## config.mk

```make
export PLATFORM = sky130hd
export DESIGN_NAME = vga_fill_engine
export DESIGN_NICKNAME = d
export VERILOG_FILES = /design/src/rtl/vga_fill_engine.sv
export SDC_FILE = /design/constraint.sdc
export NUM_CORES = 1
export LEC_CHECK = 0
export ABC_AREA = 1
export BUFFER_PORTS_ARGS = -buffer_cell sky130_fd_sc_hd__clkbuf_2
export CAP_MARGIN = 5
export CORE_MARGIN = 2
export CORE_UTILIZATION = 50
export CTS_CLUSTER_DIAMETER = 40
export DETAILED_ROUTE_END_ITERATION = 12
export PLACE_DENSITY = 0.8
export SKIP_LAST_GASP = 1
export SYNTH_ARGS = -nofsm -noshare
export SYNTH_HDL_FRONTEND = slang
export SYNTH_SLANG_ARGS = --single-unit
```

## constraint.sdc

```tcl
create_clock -name i_clk -period 4 [get_ports i_clk]
set_clock_uncertainty 0.15 [all_clocks]
set_input_delay 0.2 -clock i_clk [delete_from_list [all_inputs] [get_ports i_clk]]
set_output_delay 0.2 -clock i_clk [all_outputs]
set_load 0.02 [all_outputs]
```

## src/rtl/vga_fill_engine.sv

```systemverilog
// Pixel-write command engine: turns CPU register writes into a row-major stream of
// framebuffer pixel writes (single plot or clipped rectangle fill).
module vga_fill_engine #(
  parameter int unsigned H_RES     = 640,
  parameter int unsigned V_RES     = 480,
  parameter logic [31:0] BASE_ADDR = 32'h0
) (
  input  logic        i_clk,
  input  logic        i_reset,
  input  logic        i_wrEn,
  input  logic [2:0]  i_regAddr,
  input  logic [31:0] i_wrData,
  input  logic        i_pxlReady,
  output logic [31:0] o_pxlAddr,
  output logic [31:0] o_pxlData,
  output logic        o_pxlWe,
  output logic        o_busy,
  output logic        o_done
);

  typedef enum logic [1:0] {StIdle, StSetup, StFill, StDone} state_e;

  localparam logic [16:0] HResW  = 17'(H_RES);
  localparam logic [16:0] VResW  = 17'(V_RES);
  localparam logic [31:0] HRes32 = 32'(H_RES);

  state_e      state_q, state_d;
  logic [15:0] x0_q, x0_d, y0_q, y0_d, w_q, w_d, h_q, h_d;
  logic [31:0] color_q, color_d;
  logic        single_q, single_d;
  logic [15:0] x_q, x_d, y_q, y_d;
  logic [16:0] x_end_q, x_end_d, y_end_q, y_end_d;
  logic [31:0] row_base_q, row_base_d;
  logic [31:0] addr_q, addr_d, data_q, data_d;
  logic        we_q, we_d, busy_q, busy_d, done_q, done_d;

  logic [15:0] w_eff, h_eff;
  logic [16:0] x_sum, y_sum, x_end_c, y_end_c, x_inc, y_inc;
  logic [31:0] setup_base;
  logic        empty;

  // Clip against the visible area with 17-bit sums so X0+W cannot wrap.
  always_comb begin
    w_eff      = single_q ? 16'd1 : w_q;
    h_eff      = single_q ? 16'd1 : h_q;
    x_sum      = {1'b0, x0_q} + {1'b0, w_eff};
    y_sum      = {1'b0, y0_q} + {1'b0, h_eff};
    x_end_c    = (x_sum > HResW) ? HResW : x_sum;
    y_end_c    = (y_sum > VResW) ? VResW : y_sum;
    empty      = ({1'b0, x0_q} >= HResW) || ({1'b0, y0_q} >= VResW) ||
                 (w_eff == 16'd0) || (h_eff == 16'd0);
    setup_base = BASE_ADDR + 32'(y0_q) * HRes32;
    x_inc      = {1'b0, x_q} + 17'd1;
    y_inc      = {1'b0, y_q} + 17'd1;
  end

  always_comb begin
    state_d    = state_q;
    x0_d       = x0_q;
    y0_d       = y0_q;
    w_d        = w_q;
    h_d        = h_q;
    color_d    = color_q;
    single_d   = single_q;
    x_d        = x_q;
    y_d        = y_q;
    x_end_d    = x_end_q;
    y_end_d    = y_end_q;
    row_base_d = row_base_q;
    addr_d     = addr_q;
    data_d     = data_q;
    we_d       = we_q;
    busy_d     = busy_q;
    done_d     = 1'b0;

    case (state_q)
      StIdle: begin
        if (i_wrEn) begin
          case (i_regAddr)
            3'd0: x0_d    = i_wrData[15:0];
            3'd1: y0_d    = i_wrData[15:0];
            3'd2: w_d     = i_wrData[15:0];
            3'd3: h_d     = i_wrData[15:0];
            3'd4: color_d = i_wrData;
            3'd5: begin
              if (i_wrData[1:0] == 2'd1 || i_wrData[1:0] == 2'd2) begin
                single_d = (i_wrData[1:0] == 2'd2);
                data_d   = color_q;
                busy_d   = 1'b1;
                state_d  = StSetup;
              end
            end
            default: ;
          endcase
        end
      end
      StSetup: begin
        x_end_d = x_end_c;
        y_end_d = y_end_c;
        if (empty) begin
          done_d  = 1'b1;
          state_d = StDone;
        end else begin
          x_d        = x0_q;
          y_d        = y0_q;
          row_base_d = setup_base;
          addr_d     = setup_base + 32'(x0_q);
          we_d       = 1'b1;
          state_d    = StFill;
        end
      end
      StFill: begin
        if (i_pxlReady) begin
          if (x_inc == x_end_q) begin
            x_d        = x0_q;
            y_d        = y_inc[15:0];
            row_base_d = row_base_q + HRes32;
            addr_d     = row_base_q + HRes32 + 32'(x0_q);
            if (y_inc == y_end_q) begin
              we_d    = 1'b0;
              done_d  = 1'b1;
              state_d = StDone;
            end
          end else begin
            x_d    = x_inc[15:0];
            addr_d = addr_q + 32'd1;
          end
        end
      end
      StDone: begin
        busy_d  = 1'b0;
        state_d = StIdle;
      end
      default: state_d = StIdle;
    endcase
  end

  always_ff @(posedge i_clk) begin
    if (i_reset) begin
      state_q    <= StIdle;
      x0_q       <= '0;
      y0_q       <= '0;
      w_q        <= '0;
      h_q        <= '0;
      color_q    <= '0;
      single_q   <= 1'b0;
      x_q        <= '0;
      y_q        <= '0;
      x_end_q    <= '0;
      y_end_q    <= '0;
      row_base_q <= '0;
      addr_q     <= '0;
      data_q     <= '0;
      we_q       <= 1'b0;
      busy_q     <= 1'b0;
      done_q     <= 1'b0;
    end else begin
      state_q    <= state_d;
      x0_q       <= x0_d;
      y0_q       <= y0_d;
      w_q        <= w_d;
      h_q        <= h_d;
      color_q    <= color_d;
      single_q   <= single_d;
      x_q        <= x_d;
      y_q        <= y_d;
      x_end_q    <= x_end_d;
      y_end_q    <= y_end_d;
      row_base_q <= row_base_d;
      addr_q     <= addr_d;
      data_q     <= data_d;
      we_q       <= we_d;
      busy_q     <= busy_d;
      done_q     <= done_d;
    end
  end

  assign o_pxlAddr = addr_q;
  assign o_pxlData = data_q;
  assign o_pxlWe   = we_q;
  assign o_busy    = busy_q;
  assign o_done    = done_q;

endmodule

```

# ---- After elaboration in Yosys (flattened, before gate mapping)
# Index checks and enable logic that the tools add are counted.
dict set report word_totals {
  elab_cells 112
  regBits 264
  output_inout_bits 67
  input_bits 39
}
dict set report op_classes {
  multipliers 1
  eq_ne 19
  mux 42
  order_cmp 4
  n_addsub 8
  reduce_logical 21
}
# op n
set op_table {}
lappend op_table {{$mux 32} 6}
lappend op_table {{$mux 16} 8}
lappend op_table {{$pmux 32 s2} 2}
lappend op_table {{$pmux 16 s2} 2}
lappend op_table {{$add 16x1->17 const B} 2}
lappend op_table {{$add 16x16->17} 2}
lappend op_table {{$eq 17x17->1} 2}
lappend op_table {{$mux 17} 2}
lappend op_table {{$add 32x1->32 const B} 1}
lappend op_table {{$add 32x10->32 const B} 1}
lappend op_table {{$add 32x16->32} 1}
lappend op_table {{$logic_not 16->1} 2}
lappend op_table {{$add 26x16->27} 1}
lappend op_table {{$mul 16x3->19 const B} 1}
lappend op_table {{$reduce_and 3->1} 6}
lappend op_table {{$gt 17x10->1 const B} 1}
lappend op_table {{$gt 17x9->1 const B} 1}
lappend op_table {{$ge 16x10->1 const B} 1}
lappend op_table {{$ge 16x9->1 const B} 1}
lappend op_table {{$mux 1} 12}
lappend op_table {{$mux 2} 6}
lappend op_table {{$ne 2x2->1 const B} 6}
lappend op_table {{$reduce_and 4->1} 3}
lappend op_table {{$pmux 2 s4} 1}
lappend op_table {{other kinds (13)} 24}

# ---- Longest topological paths before layout
# Gate-level depths: netlist (run 1).
dict set report logic_depth {
  ltp_word 6
  ltp_mapped 25
  mapped_depth_nobuf 25
}

# ---- Least setup slack after synthesis (run 1)
# OpenSTA, ideal clock, no wires.
dict set report synth_timing {
  path_type {reg2reg}
  start {reg y0_q[1]}
  end {reg addr_q[21], in the netlist o_pxlAddr[21]}
  period_less_slack_ns 3.340
  setup_ns 0.119
  t_required_ns 3.731
  arrival_ns 3.070
  stages_incl_launch_ff 19
  setup_slack_ns 0.660
  path_buffers 0
  path_cell_list {dfxtp_1 -> ha_1 -> ha_1 -> fa_1 -> nand3_1 -> nand3_1 -> xor2_1 -> ha_1 -> nand2_1 -> nor3_1 -> nand2_1 -> nand2_1 -> nand3_1 -> nand2_1 -> nand3_1 -> nor2_1 -> o21ai_0 -> a21oi_1 -> a21oi_1}
}
dict set report synth_via {
  elab_chain_len 6
  elab_cells_between_ends 10
  cone_classes {add/sub: 1; mul: 1; order compare: 1; eq/ne: 1; mux: 2; reduce/logical: 4}
}
# item line
set synth_lines {}
lappend synth_lines {{from (decl)} 28} ;# logic [15:0] x0_q, x0_d, y0_q, y0_d, w_q, w_d, h_q, h_d;
lappend synth_lines {{from (signal assigned)} 160} ;# y0_q <= y0_d;
lappend synth_lines {{parallel branches: the longest is 6 deep, another holds $add 26x16->27} --}
lappend synth_lines {{to (signal assigned)} 170} ;# addr_q <= addr_d;
lappend synth_lines {{to (decl)} 34} ;# logic [31:0] addr_q, addr_d, data_q, data_d;
# Parallel ways; which one is timed is not known. The select of a mux whose other input is x is not followed.
# A chain may end at the register's enable or synchronous reset.

# ---- Final worst setup path (run 1)
dict set report layout_timing {
  start {reg y0_q[3]}
  end {reg addr_q[21], in the netlist o_pxlAddr[21]}
}
# The elaborated chain is that of the path after synthesis.

==> results of run 1 <==
==> sequential cells by signal (all words and copies together), names as in the netlist <==
signal,cells
color_q,32
o_pxlAddr,32
o_pxlData,32
row_base_q,25
x_end_q,17
y_end_q,17
h_q,16
w_q,16
x0_q,16
x_q,16
y0_q,16
y_q,16
state_q,2
o_busy,1
o_done,1
o_pxlWe,1
single_q,1
==> worst min-delay path, cell delays in order <==
cell and delay, ns:
clkbuf_2 0.09, nand2_1 0.13, nor2_1 0.08, nand2_1 0.08, nor2_1 0.06, a21oi_1 0.13
==> final timing paths <==
check,start,endpoint,slack (ns),cells after the start
worst max-delay path,y0_q[3],o_pxlAddr[21],0.30,18
worst min-delay path,i_wrEn,h_q[0],0.10,6
worst max register to register,y0_q[3],o_pxlAddr[21],0.30,18
worst min register to register,y_end_q[10],y_end_q[10],0.30,2
==> layout make-up <==
class / count / share of cell area, %
well taps: 455 / 2.827
clock inverters: 28 / 1.877
multi-input cells: 2116 / 52.26
repair buffers: 168 / 5.493
clock buffers: 50 / 5.786
inverters: 331 / 6.196
flip-flops and latches: 257 / 25.56
==> routing by layer <==
layer / GRT usage (%) / share of wire (%)
met1: 38.37 / 42
met2: 50.84 / 46
met3: 5.276 / 8.0
met4: 15.47 / 4.7
met5: 0 / 0
==> power groups by stage <==
stage               Combinational, mW  Sequential [mW]  Clock [mW]
floorplan                        2.39             3.46           0
global placement                 3.25             3.50           0
detailed placement               3.32             3.51           0
CTS                              3.38             3.46        4.00
global route                     3.83             3.54        4.10
finish                           3.43             3.49        3.96
==> cell families (layout without fill, tap and decap cells) <==
kind of cell | Yosys count | count (layout) | share of synthesized area, %
AND/OR/NAND/NOR | 1429 | 1429 | 34.06
AO/OA/AOI/OAI | 513 | 513 | 15.44
adder cells (fa/ha/maj) | 92 | 92 | 6.819
flip-flops | 257 | 257 | 29.70
buffers and inverters | 428 | 577 | 9.737
XOR/XNOR | 81 | 81 | 4.182
multiplexers | 1 | 1 | 0.05779
==> Yosys cell counts (all sizes together) (8+ instances only) <==
| master | count | area share [%] |
|---|---|---|
| nand3b | 10 | 0.43 |
| xnor2 | 18 | 0.91 |
| inv | 327 | 7.1 |
| nand4 | 49 | 1.8 |
| nor4 | 8 | 0.29 |
| nand2 | 646 | 14 |
| dfxtp | 257 | 30 |
| nor2 | 507 | 11 |
| clkbuf | 67 | 1.5 |
| a21oi | 181 | 5.3 |
| a31oi | 9 | 0.33 |
| o21bai | 11 | 0.50 |
| nor3 | 30 | 0.87 |
| nand3 | 169 | 4.9 |
| buf | 30 | 1.1 |
| xor2 | 62 | 3.1 |
| ha | 88 | 6.4 |
| o21ai | 292 | 8.5 |
==> through the flow <==
stage	total power [mW]	setup slack, ns
5_1_grt	11.46	0.003426
2_1_floorplan	5.851	0.6603
4_1_cts	10.84	0.2698
6_report	10.88	0.3012
3_5_place_dp	6.830	0.2877
3_3_place_gp	6.746	0.3622
==> what timing repair did <==
| item | in CTS | in global routing |
|---|---|---|
| setup endpoints to repair | 0 | 5 |
| buffers inserted | 0 | 0 |
| gates resized for setup | 0 | 5 |
| hold endpoints to repair | 96 | 0 |
| hold buffers | 38 | 0 |
==> metrics.yaml, run 1 <==
internal_power_mw: 6.633
pwr-share-seq_pct: 32.1
hp-class: "in -> reg"
dpl_cell_area_mm2: 0.01820
power-per-cell-area_mw_per_mm2: 540.2
synthArstFlopShare_pct: 0
root_buffer: "clkbuf_16"
arrival_ns: 3.99
vias_per_cell: 5.520
die-area_mm2: 0.03615
clock_path_buffers: 3
globalplace.congestion: 0.9600
chipWidth_um: 190.1
final_cell_mix: "nand2_1, nor2_1, inv_1"
drt_first_pass_iters: 6
drc: 0
ant_nets: 0
leakage_nw: 9.586
maxSlewHeadroom_pct: 32.11
finalHoldViolations: 0
status: "finished, final reports clean"
p_switching_mw: 4.244
worst-setup-path-type: "reg -> reg"
num_vias: 18796
syn-mean-instance-area_um2: 6.184
fill_cells: 3193
core_area_mm2: 0.03429
ys.flop_type: "dfxtp_1"
antenna_found_initial: 0
final_cells: 3405
multiInputGateArea_mm2: 0.01052
grt_setup_unrepaired: "no"
setup_tns_ns: 0
path_delay_family: "adder cells"
grt_max_degree: 87
crit_path_max_incr_delay_ns: 0.41
drv_cap: 0
start_util_pct: 50.52
netSwitchingFraction_pct: 39.02
fin_area_mm2: 0.02013
synth-edff-count: 0
synth_area_mm2: 0.01732
hold_ws_ns: 0.1022
maxSlewViolCount: 0
htreeDepth: 2
portBuffers: 105
globalRouteOverflowTotal: 0
grtUsageTotal_pct: 30.67
cts_buffers: 43
final_core_util_pct: 58.72
worst_pin_slew_ns: 1.017
syn_nets: 2932
regArea_mm2: 0.005146
cp-end-kind: "flop"
final_common_cell: "nand2_1"
wl_per_cell_um: 16.30
ys_types: 52
syn_to_final_growth_pct: 16.24
grt_pass1_vias: 17910
ir_drop_uv: 397.1
pwr-share-comb_pct: 31.5
drt_iter0_drc: 1801
fp-row-count: 68
cts_tree: "done"
drive_above_1_share_pct: 8.305
seq_area_frac_synth_pct: 29.70
grt_pass1_wl_um: 90250
crit_fanout: 5
die_h_um: 190.1
min_period_over_period_pct: 92.47
place_inst: 3289
cts.sinks: 257
slowest_stage: "fa_1"
cp.required_ns: 4.30
cp_num_buf_inv: 0
wl_um: 55490
pwr-share-clk_pct: 36.4
yosys_warnings: 0
post-route-min-period_ns: 3.699
crit_chain: "ha_1 > ha_1 > fa_1 > nand3_1 > nand3_1 > xor2_1 > ha_1 > nand2_1 > nor3_1 > nand2_1 > nand2_1 > nand3_1 > nand2_1 > nand3_1 > nor2_2 > o21ai_0 > a21oi_1 > a21oi_1"
dp_hpwl_um: 39770
clkTransAtPathRegs_ns: 0.06
startpoint_type: "flop"
netlist_instances: 2801
synth-seq-cells: 257
finalNetCount: 3048
fmax_mhz: 270.4
clk_latency_ns: 0.56
setup_viol: 0
io_pins: 106
n_antenna_cell: 0
(Power assumes the default switching activity.)
==> run 2, diff against run 1 <==
Settings changed: ABC_AREA 1 to unset.
Clock period 4 ns to 4.2 ns, I/O delays scaled along.
==> metrics.yaml, run 2 <==
status: "finished, final reports clean"  # unchanged
grt_pass1_vias: 16399  # was 17,910
path_delay_family: "adder cells"  # unchanged
post-route-min-period_ns: 3.991  # was 3.699 ns
finalNetCount: 2414  # was 3,048
dpl_cell_area_mm2: 0.01771  # was 0.01820 mm2
synth_most_common_cell: "nand2_1"  # unchanged
seq_area_frac_synth_pct: 30.65  # was 29.70%
syn-mean-instance-area_um2: 7.681  # was 6.184 um2
yosys_warnings: 0  # unchanged
yosys.area.top_type: "dfxtp_1"  # unchanged
final_cells: 2762  # was 3,405
clock_path_buffers: 3  # unchanged
drt_first_pass_iters: 6  # unchanged
maxSlewHeadroom_pct: 24.81  # was 32.11%
crit_fanout: 5  # unchanged
fill_cells: 2840  # was 3,193
power_mw: 8.292  # was 10.88 mW
num_vias: 16852  # was 18,796
wl_um: 50960  # was 55,490 um
clk_latency_ns: 0.54  # was 0.56 ns
drive_above_1_share_pct: 11.80  # was 8.305%
io_pins: 106  # unchanged
cts_tree: "done"  # unchanged
regArea_mm2: 0.005145  # was 0.005146 mm2
drt_iter0_drc: 1480  # was 1,801
cp.required_ns: 4.46  # was 4.30 ns
place_inst: 2649  # was 3,289
synth-edff-count: 0  # unchanged
power-per-cell-area_mw_per_mm2: 425.6  # was 540.2 mW/mm2
cts_buffers: 41  # was 43
grtUsageTotal_pct: 28.44  # was 30.67%
vias_per_cell: 6.101  # was 5.520
ant_nets: 0  # unchanged
htreeDepth: 2  # unchanged
rr_startpoint: "y0_q[3]"  # unchanged
drc: 0  # unchanged
fp-row-count: 67  # was 68
final_cell_mix: "nand2_1, dfxtp_1, a21oi_1"  # was nand2_1, nor2_1, inv_1
synthTopCellsByArea: "dfxtp_1, nand2_1, ha_1"  # was dfxtp_1, nand2_1, nor2_1
min_from: "i_pxlReady"  # was i_wrEn
internal_power_mw: 5.503  # was 6.633 mW
cp-end-kind: "flop"  # unchanged
start_util_pct: 50.43  # was 50.52%
worst-setup-path-type: "reg -> reg"  # unchanged
cts.sinks: 257  # unchanged
synthArstFlopShare_pct: 0  # unchanged
hold_ws_ns: 0.03067  # was 0.1022 ns
final_common_cell: "nand2_1"  # unchanged
critical_path.startpoint: "y0_q[3]"  # unchanged
clkTransAtPathRegs_ns: 0.06  # about the same
globalplace.congestion: 0.9671  # was 0.9600
pwr-share-clk_pct: 40.8  # was 36.4%
ys.flop_type: "dfxtp_1"  # unchanged
globalRouteOverflowTotal: 0  # unchanged
finalHoldViolations: 0  # unchanged
leakage_nw: 7.854  # was 9.586 nW
pwr-share-seq_pct: 35.9  # was 32.1%
antenna_found_initial: 0  # unchanged
core_area_mm2: 0.03328  # was 0.03429 mm2
ys_types: 93  # was 52
ys_top_cells_by_count: "nand2_1, dfxtp_1, a21oi_1"  # was nand2_1, nor2_1, inv_1
maxSlewViolCount: 0  # unchanged
pre_cts_ws_ns: 0.2427  # was 0.2877 ns
portBuffers: 105  # unchanged
arrival_ns: 4.25  # was 3.99 ns
cp_num_buf_inv: 0  # unchanged
die_h_um: 187.2  # was 190.1 um
slowest_stage: "dfxtp_1"  # was fa_1
root_buffer: "clkbuf_16"  # unchanged
syn_to_final_growth_pct: 16.08  # was 16.24%
netlist.area_leader.share_pct: 30.65  # was 29.70%
startpoint_type: "flop"  # unchanged
crit_chain: "ha_1 > ha_1 > fa_1 > xor2_1 > ha_1 > o21ai_0 > a21oi_1 > o211ai_1 > a21oi_1 > xnor2_1 > nor2_1 > o41ai_1"  # was ha_1 > ha_1 > fa_1 > nand3_1 > nand3_1 > xor2_1 > ha_1 > nand2_1 > nor3_1 > nand2_1 > nand2_1 > nand3_1 > nand2_1 > nand3_1 > nor2_2 > o21ai_0 > a21oi_1 > a21oi_1
setup_tns_ns: 0  # unchanged
grt_max_degree: 155  # was 87
wl_per_cell_um: 18.45  # was 16.30 um
worst_pin_slew_ns: 1.126  # was 1.017 ns
setup_viol: 0  # unchanged
netlist_instances: 2185  # was 2,801
multiInputGateArea_mm2: 0.01098  # was 0.01052 mm2
min_period_over_period_pct: 95.03  # was 92.47%
netSwitchingFraction_pct: 33.63  # was 39.02%
p_switching_mw: 2.789  # was 4.244 mW
n_antenna_cell: 0  # unchanged
ir_drop_uv: 362.6  # was 397.1 uV
dp_hpwl_um: 35630  # was 39,770 um
crit_path_max_incr_delay_ns: 0.47  # was 0.41 ns
drv_cap: 0  # unchanged
cpMostUsedCell: "ha_1"
timing.final.ws_setup_ns: 0.2087  # was 0.3012 ns
grt_pass1_wl_um: 82830  # was 90,250 um
pwr-share-comb_pct: 23.3  # was 31.5%
chipWidth_um: 187.2  # was 190.1 um
syn_nets: 2316  # was 2,932
synth_area_mm2: 0.01678  # was 0.01732 mm2
fin_area_mm2: 0.01948  # was 0.02013 mm2
hp-class: "in -> reg"  # unchanged
final_core_util_pct: 58.54  # was 58.72%
die-area_mm2: 0.03505  # was 0.03615 mm2
fmax_mhz: 250.5  # was 270.4 MHz
synth-seq-cells: 257  # unchanged
## run 2: cell count changes after synthesis, moves of 40 or more
cell	change
clkbuf_1	+42
inv_1	-287
nor2_1	-299
o21ai_0	-175
mux2i_1	+48
nand3_1	-123
o21ai_1	-40
nor2b_1	+52
xnor2_1	+65
nand2_1	-265
## run 2: layer usage
metal  part of all wire (%)  global-route usage [%]  vias up
met4                    5.0                   14.59        0
met2                     46                   47.47      754
met3                    8.5                   5.741      203
met1                     40                   34.75     7922
li1                       -                       -     7973
met5                      0                       0        -
## run 2: tightest hold or removal path: cells and delay by family
kind / cells / cell delay, ns
buf+inv: 1 / 0.13
simple gates: 2 / 0.25
compound gates: 1 / 0.08
## run 2: power by group through the flow
stage / registers [mW] / clock network [mW] / logic [mW]
final: 2.98 / 3.38 / 1.93
after global routing: 3.00 / 3.53 / 2.10
after CTS: 2.96 / 3.42 / 1.88
after detailed placement: 3.01 / 0 / 1.84
after global placement: 3.00 / 0 / 1.80
after floorplan: 3.00 / 0 / 1.25
## run 2: path summary, 6_finish.rpt
path,cells past startpoint,slack [ns],to
setup / recovery,12,0.21,o_pxlAddr[19]
hold / removal,4,0.03,o_done
setup reg to reg,12,0.21,o_pxlAddr[19]
hold reg to reg,2,0.31,color_q[27]
## run 2: final cells by class
type,instances,area share (%)
clock inverter,20,1.304
inverter,38,0.7321
multi-input combinational,1757,56.37
clock buffer,54,5.825
timing repair buffer,188,6.480
tap,448,2.877
sequential,257,26.41
## run 2: cell families (layout without fill, tap and decap cells)
family,Yosys count,count (layout),synth area share [%]
xor+xnor,137,137,7.149
simple gates,926,926,26.60
buf+inv,171,300,4.070
compound gates,545,545,21.03
flops,257,257,30.65
fa+ha+maj,92,92,7.037
mux,57,57,3.459
## run 2: timing repair
item                                   CTS  global route
buffers inserted                         0             6
endpoints found under the hold margin   95             0
resized for setup                        0             2
hold buffers                            33             0
setup endpoints to repair                0            19
==> run 3, diff against run 2 <==
Settings changed: CORE_ASPECT_RATIO set to 2, RECOVER_POWER set to 100.
Clock period 4.2 ns to 4.6 ns, I/O delays scaled along.
==> metrics.yaml, run 3 (synthesis gave the netlist of run 2 again) <==
finalHoldViolations: 0  # unchanged
post-route-min-period_ns: 4.277  # was 3.991 ns
power-per-cell-area_mw_per_mm2: 361.6  # was 425.6 mW/mm2
grtUsageTotal_pct: 29.48  # was 28.44%
num_vias: 16888  # was 16,852
timing.final.ws_setup_ns: 0.3228  # was 0.2087 ns
min_from: "i_regAddr[1]"  # was i_pxlReady
chipWidth_um: 133.6  # was 187.2 um
violations: "max-capacitance violations, max-slew violations"
power_mw: 6.782  # was 8.292 mW
clk_latency_ns: 0.59  # was 0.54 ns
dpl_cell_area_mm2: 0.01757  # was 0.01771 mm2
grt_pass1_vias: 16439  # was 16,399
fmax_mhz: 233.8  # was 250.5 MHz
globalRouteOverflowTotal: 0  # unchanged
drive_above_1_share_pct: 7.024  # was 11.80%
io_pins: 106  # unchanged
pwr-share-comb_pct: 25.0  # was 23.3%
cts.sinks: 257  # unchanged
n_antenna_cell: 0  # unchanged
cts_tree: "done"  # unchanged
die_h_um: 263.1  # was 187.2 um
drv_cap: 3  # was 0
finalNetCount: 2386  # was 2,414
worstReg2RegEnd: "y_end_q[4]"  # was o_pxlAddr[19]
drt_iter0_drc: 1178  # was 1,480
wl_per_cell_um: 19.90  # was 18.45 um
final_cell_mix: "nand2_1, dfxtp_1, a21oi_1"  # unchanged
clock_path_buffers: 3  # unchanged
start_util_pct: 50.97  # was 50.43%
p_switching_mw: 2.440  # was 2.789 mW
arrival_ns: 4.57  # was 4.25 ns
fp-row-count: 94  # was 67
die-area_mm2: 0.03514  # was 0.03505 mm2
pre_cts_ws_ns: 0.3619  # was 0.2427 ns
setup_tns_ns: 0  # unchanged
clkTransAtPathRegs_ns: 0.07  # was 0.06 ns
reg2reg_depth: 13  # was 12
root_buffer: "clkbuf_16"  # unchanged
antenna_found_initial: 0  # unchanged
holdPathStages: 5  # was 4
internal_power_mw: 4.342  # was 5.503 mW
globalplace.congestion: 0.9892  # was 0.9671
setup_viol: 0  # unchanged
cts_buffers: 29  # was 41
startpoint_type: "flop"  # unchanged
grt_pass1_wl_um: 84220  # was 82,830 um
fin_area_mm2: 0.01875  # was 0.01948 mm2
vias_per_cell: 6.232  # was 6.101
netSwitchingFraction_pct: 35.98  # was 33.63%
pwr-share-clk_pct: 34.8  # was 40.8%
worst_pin_slew_ns: 2.066  # was 1.126 ns
ff2ff_setup_slack_ns: 0.32  # was 0.21 ns
grt_max_degree: 95  # was 155
drt_first_pass_iters: 6  # unchanged
maxSlewViolCount: 85  # was 0
rr_startpoint: "single_q"  # was y0_q[3]
maxSlewHeadroom_pct: -37.70  # was 24.81%
holdPathEnd: "o_busy"  # was o_done
cp-end-kind: "flop"  # unchanged
grt_setup_unrepaired: "no"
portBuffers: 105  # unchanged
min_period_over_period_pct: 92.98  # was 95.03%
hp-class: "in -> reg"  # unchanged
ir_drop_uv: 350.9  # was 362.6 uV
status: "complete, but fails checks"  # was finished, final reports clean
htreeDepth: 1  # was 2
wl_um: 53930  # was 50,960 um
ant_nets: 0  # unchanged
worst-setup-path-type: "reg -> reg"  # unchanged
syn_to_final_growth_pct: 11.74  # was 16.08%
final_common_cell: "nand2_1"  # unchanged
leakage_nw: 7.291  # was 7.854 nW
dp_hpwl_um: 38570  # was 35,630 um
cp.required_ns: 4.89  # was 4.46 ns
core_area_mm2: 0.03293  # was 0.03328 mm2
hold_ws_ns: 0.06775  # was 0.03067 ns
pwr-share-seq_pct: 40.2  # was 35.9%
crit_fanout: 23  # was 5
drc: 0  # unchanged
## run 3: cell types whose count changed in the layout (fill, tap and decap cells not counted), moves of 4 or more
cell	before	now
clkbuf_2	104	39
clkbuf_1	7	70
buf_4	48	29
clkbuf_16	41	29
and2_0	3	10
and2_1	29	22
clkinvlp_4	0	4
## run 3: how the worst max path moves through the flow
stage	start	endpoint	slack (ns)	depth (start not counted)
4_1_cts	row_base_q[7]	o_pxlAddr[31]	0.31	14
3_3_place_gp	row_base_q[7]	o_pxlAddr[31]	0.52	14
2_1_floorplan	row_base_q[9]	o_pxlAddr[31]	0.71	15
6_report	single_q	y_end_q[4]	0.32	13
3_5_place_dp	row_base_q[7]	o_pxlAddr[31]	0.36	14
5_1_grt	row_base_q[7]	o_pxlAddr[31]	0.05	15
## run 3: metrics by stage
step	std cells	utilization [%]
after detailed placement	2619	53.35
after CTS	2707	57.33
final	2710	56.95
after global placement	2619	53.35
after global routing	2710	56.95
after floorplan	2185	-
## run 3: final cells by class
type | instances | area, um2
repair buffers | 172 | 1040
multi-input cells | 1757 | 10920
clock buffers | 35 | 788.3
inverters | 38 | 142.6
clock inverters | 19 | 181.4
flip-flops and latches | 257 | 5145
fillers | 3042 | 14180
well taps | 432 | 540.5
## run 3: timing repair
action / 4_1_cts / 5_1_grt
hold endpoints to repair: 97 / 0
buffers inserted: 0 / 3
hold buffers: 34 / 0
setup endpoints to repair: 0 / 1
resized for setup: 0 / 0
## run 3: routing by layer
layer | vias up | part of all wire, % | global-route usage [%]
met5 | - | 0 | 0
met1 | 7934 | 34 | 29.25
met2 | 764 | 51 | 53.93
met3 | 278 | 6.5 | 4.583
met4 | 0 | 8.9 | 22.71
li1 | 7912 | - | -
## run 3: power by group through the flow
stage	registers, mW	logic, mW	clock network [mW]
floorplan	2.74	1.14	0
global placement	2.75	1.65	0
detailed placement	2.76	1.69	0
CTS	2.71	1.72	2.37
global route	2.75	1.83	2.46
finish	2.73	1.70	2.36
## run 3: worst max-delay path, cell delays in order, from the launching register on
cell and delay [ns]:
dfxtp_1 0.40, clkbuf_2 0.35, or2_2 0.40, ha_1 0.21
fa_1 0.40, a21o_1 0.20, a21oi_1 0.37, xnor2_1 0.21
nor2_1 0.08, a211o_1 0.31, o311a_1 0.29, and4_1 0.24
and2_0 0.26, a22o_1 0.24
